<file path="config.mk">
export PLATFORM = sky130hd
export DESIGN_NAME = uart_hamming_transmitter
export DESIGN_NICKNAME = d
export VERILOG_FILES = /design/src/rtl/uart_hamming_transmitter.sv
export SDC_FILE = /design/constraint.sdc
export NUM_CORES = 1
export LEC_CHECK = 0
export CORE_MARGIN = 2
export CORE_UTILIZATION = 45
export DETAILED_ROUTE_END_ITERATION = 12
export PLACE_DENSITY = 0.67
export SYNTH_ARGS = -nofsm -noshare
export SYNTH_HDL_FRONTEND = slang
export SYNTH_SLANG_ARGS = --single-unit
</file>
<file path="constraint.sdc">
create_clock -name clk -period 6.04 [get_ports clk]
set_clock_uncertainty 0.1 [all_clocks]
set_input_delay 1.812 -clock clk [delete_from_list [all_inputs] [get_ports clk]]
set_output_delay 1.812 -clock clk [all_outputs]
set_load 0.05 [all_outputs]
</file>
<file path="src/rtl/uart_hamming_transmitter.sv">
// UART transmitter for Hamming(7,4) codewords: start bit, 7 data bits LSB first, stop bit(s),
// 8 enabled clocks per bit, with a one-entry holding register for gap-free back-to-back frames.
module uart_hamming_transmitter #(
   parameter int ENCODE    = 0,
   parameter int STOP_BITS = 1
) (
   input  logic       clk,
   input  logic       rst_n,
   input  logic       ena,
   input  logic [6:0] data_in,
   input  logic       valid_in,
   output logic       ready_out,
   output logic       tx,
   output logic       busy_out,
   output logic [2:0] state_out
);

   typedef enum logic [2:0] {
      IDLE  = 3'd0,
      START = 3'd1,
      DATA  = 3'd2,
      STOP  = 3'd3
   } state_t;

   localparam logic [2:0] LAST_STOP = 3'(STOP_BITS - 1);

   state_t     state, state_nx;
   logic [2:0] sample_cnt, sample_cnt_nx;
   logic [2:0] bit_cnt, bit_cnt_nx;
   logic [6:0] shifter, shifter_nx;
   logic [6:0] hold_data, cw_in;
   logic       hold_valid, hold_valid_nx;
   logic       tx_nx, load, accept;

   function automatic logic [6:0] hamming_encode(input logic [3:0] d);
      logic p1, p2, p3;
      p1 = d[0] ^ d[1] ^ d[3];
      p2 = d[0] ^ d[2] ^ d[3];
      p3 = d[1] ^ d[2] ^ d[3];
      return {d[3], d[2], d[1], p3, d[0], p2, p1};
   endfunction

   assign cw_in     = (ENCODE != 0) ? hamming_encode(data_in[3:0]) : data_in;
   assign accept    = valid_in & ~hold_valid;
   assign ready_out = ~hold_valid;
   assign busy_out  = (state != IDLE) | hold_valid;
   assign state_out = state;

   always_comb begin
      state_nx      = state;
      sample_cnt_nx = sample_cnt;
      bit_cnt_nx    = bit_cnt;
      shifter_nx    = shifter;
      tx_nx         = tx;
      load          = 1'b0;
      case (state)
         IDLE: begin
            tx_nx         = 1'b1;
            sample_cnt_nx = 3'd0;
            bit_cnt_nx    = 3'd0;
            if (hold_valid) begin
               load       = 1'b1;
               shifter_nx = hold_data;
               state_nx   = START;
               tx_nx      = 1'b0;
            end
         end
         START: begin
            tx_nx         = 1'b0;
            sample_cnt_nx = sample_cnt + 3'd1;
            if (sample_cnt == 3'd7) begin
               state_nx   = DATA;
               bit_cnt_nx = 3'd0;
               tx_nx      = shifter[0];
            end
         end
         DATA: begin
            tx_nx         = shifter[0];
            sample_cnt_nx = sample_cnt + 3'd1;
            if (sample_cnt == 3'd7) begin
               if (bit_cnt == 3'd6) begin
                  state_nx   = STOP;
                  bit_cnt_nx = 3'd0;
                  tx_nx      = 1'b1;
               end else begin
                  shifter_nx = shifter >> 1;
                  tx_nx      = shifter[1];
                  bit_cnt_nx = bit_cnt + 3'd1;
               end
            end
         end
         STOP: begin
            tx_nx         = 1'b1;
            sample_cnt_nx = sample_cnt + 3'd1;
            if (sample_cnt == 3'd7) begin
               if (bit_cnt == LAST_STOP) begin
                  bit_cnt_nx = 3'd0;
                  // Chain straight into the next start bit when a word is waiting
                  if (hold_valid) begin
                     load       = 1'b1;
                     shifter_nx = hold_data;
                     state_nx   = START;
                     tx_nx      = 1'b0;
                  end else begin
                     state_nx = IDLE;
                  end
               end else begin
                  bit_cnt_nx = bit_cnt + 3'd1;
               end
            end
         end
         default: begin
            state_nx      = IDLE;
            tx_nx         = 1'b1;
            sample_cnt_nx = 3'd0;
            bit_cnt_nx    = 3'd0;
         end
      endcase
   end

   // Hold can never be accepted and transferred on the same edge: transfer needs it full.
   assign hold_valid_nx = load ? 1'b0 : (accept ? 1'b1 : hold_valid);

   always_ff @(posedge clk) begin
      if (!rst_n) begin
         state      <= IDLE;
         sample_cnt <= 3'd0;
         bit_cnt    <= 3'd0;
         tx         <= 1'b1;
         hold_valid <= 1'b0;
      end else if (ena) begin
         state      <= state_nx;
         sample_cnt <= sample_cnt_nx;
         bit_cnt    <= bit_cnt_nx;
         tx         <= tx_nx;
         hold_valid <= hold_valid_nx;
      end
   end

   always_ff @(posedge clk) begin
      if (ena) begin
         shifter <= shifter_nx;
         if (accept) hold_data <= cw_in;
      end
   end

endmodule

</file>
### Word level (Yosys, flattened, before mapping)

Index checks and enable logic that the tools add are counted.
W data, S select, Z words.

| word-level totals | value |
|---|---|
| bits in registers | 25 |
| input bits | 11 |
| logic and storage cells | 69 |

| cells by class | value |
|---|---|
| add/subtract/negate cells | 2 |
| equality and inequality tests | 12 |
| multiplexer cells | 34 |
| bitwise gates (word level) | 3 |
| reductions and logical operators | 11 |

Operators by type and width:

| operator | number |
|---|---|
| $mux W3 | 12 |
| $mux W7 | 5 |
| $pmux W7 S3 | 1 |
| $ne A2 B2 Y1 const B | 7 |
| $mux W1 | 12 |
| $pmux W3 S4 | 1 |
| $pmux W3 S3 | 1 |
| $reduce_and A7 Y1 | 1 |
| $add A3 B1 Y3 const B | 2 |
| $eq A3 B2 Y1 const B | 2 |
| $eq A3 B3 Y1 const B | 2 |
| $logic_not A3 Y1 | 2 |
| $reduce_and A6 Y1 | 1 |
| $reduce_bool A3 Y1 | 2 |
| $pmux W1 S4 | 1 |
| $reduce_and A2 Y1 | 2 |
| $reduce_and A4 Y1 | 1 |
| $eq A3 B1 Y1 const B | 1 |
| $reduce_or A3 Y1 | 1 |
| $pmux W1 S2 | 1 |
| $reduce_bool A2 Y1 | 1 |
| $and A1 B1 Y1 | 1 |
| $not A1 Y1 | 1 |
| $or A1 B1 Y1 | 1 |

### Logic depth before layout (Yosys ltp)

| depth | value |
|---|---|
| word-level depth | 6 |
| mapped depth | 7 |
| depth with buffers taken out | 6 |

### Least setup slack after synthesis

OpenSTA, ideal clock, no wires.

| timing | value |
|---|---|
| path type | register to output |
| start | reg state[0], in the netlist state_out[0] |
| end | out busy_out |
| arrival time | 1,559 ps |
| path slack | 2,569 ps |
| stages on the path, launching flop included | 4 |
| path through | dfxtp_1 > inv_1 > ha_1 > nand2b_1 |

| on the way | value |
|---|---|
| longest elaborated chain between the ends | 2 |

Ends and longest elaborated chain:

| item | RTL line | source |
|---|---|---|
| start: declaration | 27 | `state_t state, state_nx;` |
| start signal: assignment | 132 | `state <= state_nx;` |
| $reduce_bool A3 Y1 | 46 | `assign busy_out = (state != IDLE) \| hold_valid;` |
| $or A1 B1 Y1 | 46 |  |
| end: declaration | 14 | `output logic busy_out,` |

No other way between the ends.

### Final worst setup path

Ends and elaborated chain as after synthesis.

==> impl_metrics.json <==
{
  "clock-root-buffer": "clkbuf_4",
  "synth_enable_flop_cells": 14,
  "final.fill_count": 244,
  "drv_cap": 0,
  "yosys.area_share.adder_pct": 11.0,
  "clk_latency_ps": 320,
  "place.gp.congestion": 0.795,
  "internal-power_w": 0.000271,
  "synth_sequential_area_ratio_pct": 49.5,
  "pre_cts_worst_setup_slack_ps": 1910,
  "layout.cells.most_common_list": "clkdlybuf4s50_1 (15), edfxtp_1 (14), ha_1 (11), inv_1 (10), dfxtp_1 (10)",
  "final.min_clock_period_ps": 4060,
  "cts_tree": "yes",
  "syn_nets": 135,
  "postCtsSetupRepairBufs": 0,
  "post-route-period-util_pct": 67.2,
  "startpoint_type": "register",
  "async_sr_flop_fraction_pct": 0,
  "pwr-share-seq_pct": 51.6,
  "post_route_cells_drive_above_1_share_pct": 7.81,
  "total_congestion_overflow": 0,
  "clkTransAtPathRegs_ps": 140,
  "timing.critical_path.required_ps": 4130,
  "primary_ff_master_synth": "edfxtp_1",
  "drtIter0Drc": 18,
  "setup_viol_count_final": 0,
  "fraction_of_the_mapped_netlist_area_in_simple_logic_gates_pct": 9.67,
  "critPathArrivalTime_ps": 2150,
  "endpoint_kind": "output port",
  "syn-instance-count": 113,
  "dp_hpwl_um": 1860,
  "n_antenna_cell": 0,
  "floorplan.die_area_mm2": 0.00323,
  "dieHeight_um": 56.8,
  "fp.coreArea_mm2": 0.00271,
  "register_area_um2": 621,
  "timing_hold_violations_final": 0,
  "worst_path_max_delay_cell": "clkdlybuf4s50_1",
  "ys_types": 39,
  "cts.htree.levels": 1,
  "tightest_slew_ps": 915,
  "timing.critical_path.slowest_cell_delay_ps": 840,
  "synthesized_flop_and_latch_total": 24,
  "critical_path_fanouts_max": 6,
  "grt_usage_pct": 15.9,
  "max-vdd-ir-drop_mv": 0.172,
  "regToRegSetupSlack_ps": 3210,
  "rsz0062_at_grt": "false",
  "synth_area_mm2": 0.00125,
  "rows": 19,
  "setup-tns-final_ps": 0,
  "synth.mux.area_fraction_pct": 1.60,
  "worst_slew_margin_pct": 38.6,
  "combinationalPowerShare_pct": 15.7,
  "final_net_count": 151,
  "grt_pass1_wl_um": 3950,
  "start_util_pct": 46.3,
  "outcome": "finished clean",
  "setup.worst_path.class": "register to output port",
  "smallest_hold_slack_ps": 387,
  "synth.yosys.warnings": 0,
  "place.port_buffers": 15,
  "slew_viol_final": 0,
  "cts-buffers-inserted": 3,
  "multi_input_area_um2": 558,
  "post-route-drc-count": 0,
  "routed_wirelength_um": 2360,
  "ant_nets": 0,
  "io-pin-count": 17,
  "floorplan.die.width_um": 56.8,
  "final_common_cell": "clkdlybuf4s50_1",
  "leakage_dissipation_nw": 0.541,
  "clock-sinks": 24,
  "detail_route.vias_per_cell": 5.68,
  "max_freq_mhz": 246,
  "postLayoutCoreUtil_pct": 53.9,
  "synth_compound_area_share_pct": 21.9,
  "synth_xor_xnor_area_share_pct": 0,
  "setup_slack_ps": 1980,
  "grt_pass1_vias": 843,
  "average_detailed_routed_wire_length_per_instance_um": 14.9,
  "antenna_found_initial": 0,
  "powerDensity_mw_per_mm2": 245,
  "totalPowerFinal_w": 0.000359,
  "number_of_instances_resized_during_post_cts_repair": 0,
  "synth.avg_cell_area_um2": 11.1,
  "detailroute.via_count": 903,
  "grt_max_degree": 18,
  "cts_hold_buffers_added": 0,
  "largest_family_of_logic_cells_by_synthesized_area": "compound AO/OA/AOI/OAI gates",
  "power.share.switching_pct": 24.6,
  "p_clk_share_pct": 32.8,
  "worstPathCellList": "inv_1, ha_1, nand2b_1, clkdlybuf4s50_1",
  "dr.pass1.iters": 4,
  "clock_tree.buffer_depth": 2,
  "timing.hold.worst.class": "register to register",
  "area_growth_syn_to_fin_pct": 16.5,
  "total_switching_power_w": 0.0000881
}
## through the flow
| stage | instances | instance area [µm²] |
|---|---|---|
| finish | 159 | 1460 |
| global route | 159 | 1460 |
| CTS | 159 | 1460 |
| detailed placement | 155 | 1410 |
| global placement | 155 | 1410 |
| floorplan | 113 | 1250 |
## metal layers
metal	share of wire [%]	GRT usage (%)	vias to the layer above
met1	42	21.4	420
li1	-	-	448
met2	50	26.1	30
met3	5.8	2.53	5
met5	0	0	-
met4	1.5	4.98	0
## sequential cells by signal (all words and copies together), names as in the netlist
register    count
bit_cnt         3
hold_data       7
hold_valid      1
sample_cnt      3
shifter         7
state_out       2
tx              1
## power by group through the flow
stage	combinational [W]	sequential, W	clock, W
after global placement	0.0000549	0.000189	0
after global routing	0.0000607	0.000186	0.000126
after floorplan	0.0000325	0.000193	0
after CTS	0.0000563	0.000185	0.000119
final	0.0000562	0.000185	0.000118
after detailed placement	0.0000559	0.000189	0
## cells by family after synthesis
kind of cell	count (synthesis)
flip-flops	24
AO/OA/AOI/OAI	37
other	1
buffers and inverters	15
adder cells (fa/ha/maj)	11
AND/OR/NAND/NOR	23
multiplexers	2
## area by class of cell
| class | count | share of cell area [%] |
|---|---|---|
| flip-flops and latches | 24 | 42.5 |
| multi-input cells | 74 | 38.2 |
| repair buffers | 15 | 10.3 |
| inverters | 11 | 2.83 |
| well taps | 31 | 2.65 |
| clock inverters | 1 | 2.05 |
| clock buffers | 3 | 1.54 |
## critical path: cells and delay by family, from the launching register on
kind                       cells  cell delay [ps]
and+or+nand+nor                1              180
DFF                            1              440
buffers and inverters          2              950
adders and majority gates      1              260
## synth_stat cells (all sizes together), types with 2 or more instances
cell	count	area share, %
nor3	2	1.7
mux2i	2	1.6
nand2	8	2.4
edfxtp	14	33
a21boi	2	1.5
o21a	3	1.8
a22o	6	4.2
a21oi	8	3.2
a31oi	3	1.5
ha	11	11
o31a	2	1.4
o21ai	4	1.9
dfxtp	10	16
a211oi	2	1.2
inv	11	3.3
nor2	5	1.5
buf	4	2.8
or3	2	1.0
## final timing paths
path / endpoint / from / cells past startpoint
worst max-delay path: busy_out / state_out[0] / 4
worst min-delay path: tx / tx / 1
worst max register to register: shifter[2] / state_out[0] / 6
worst min register to register: tx / tx / 1
Note: power is estimated with default switching activity, not from simulation.
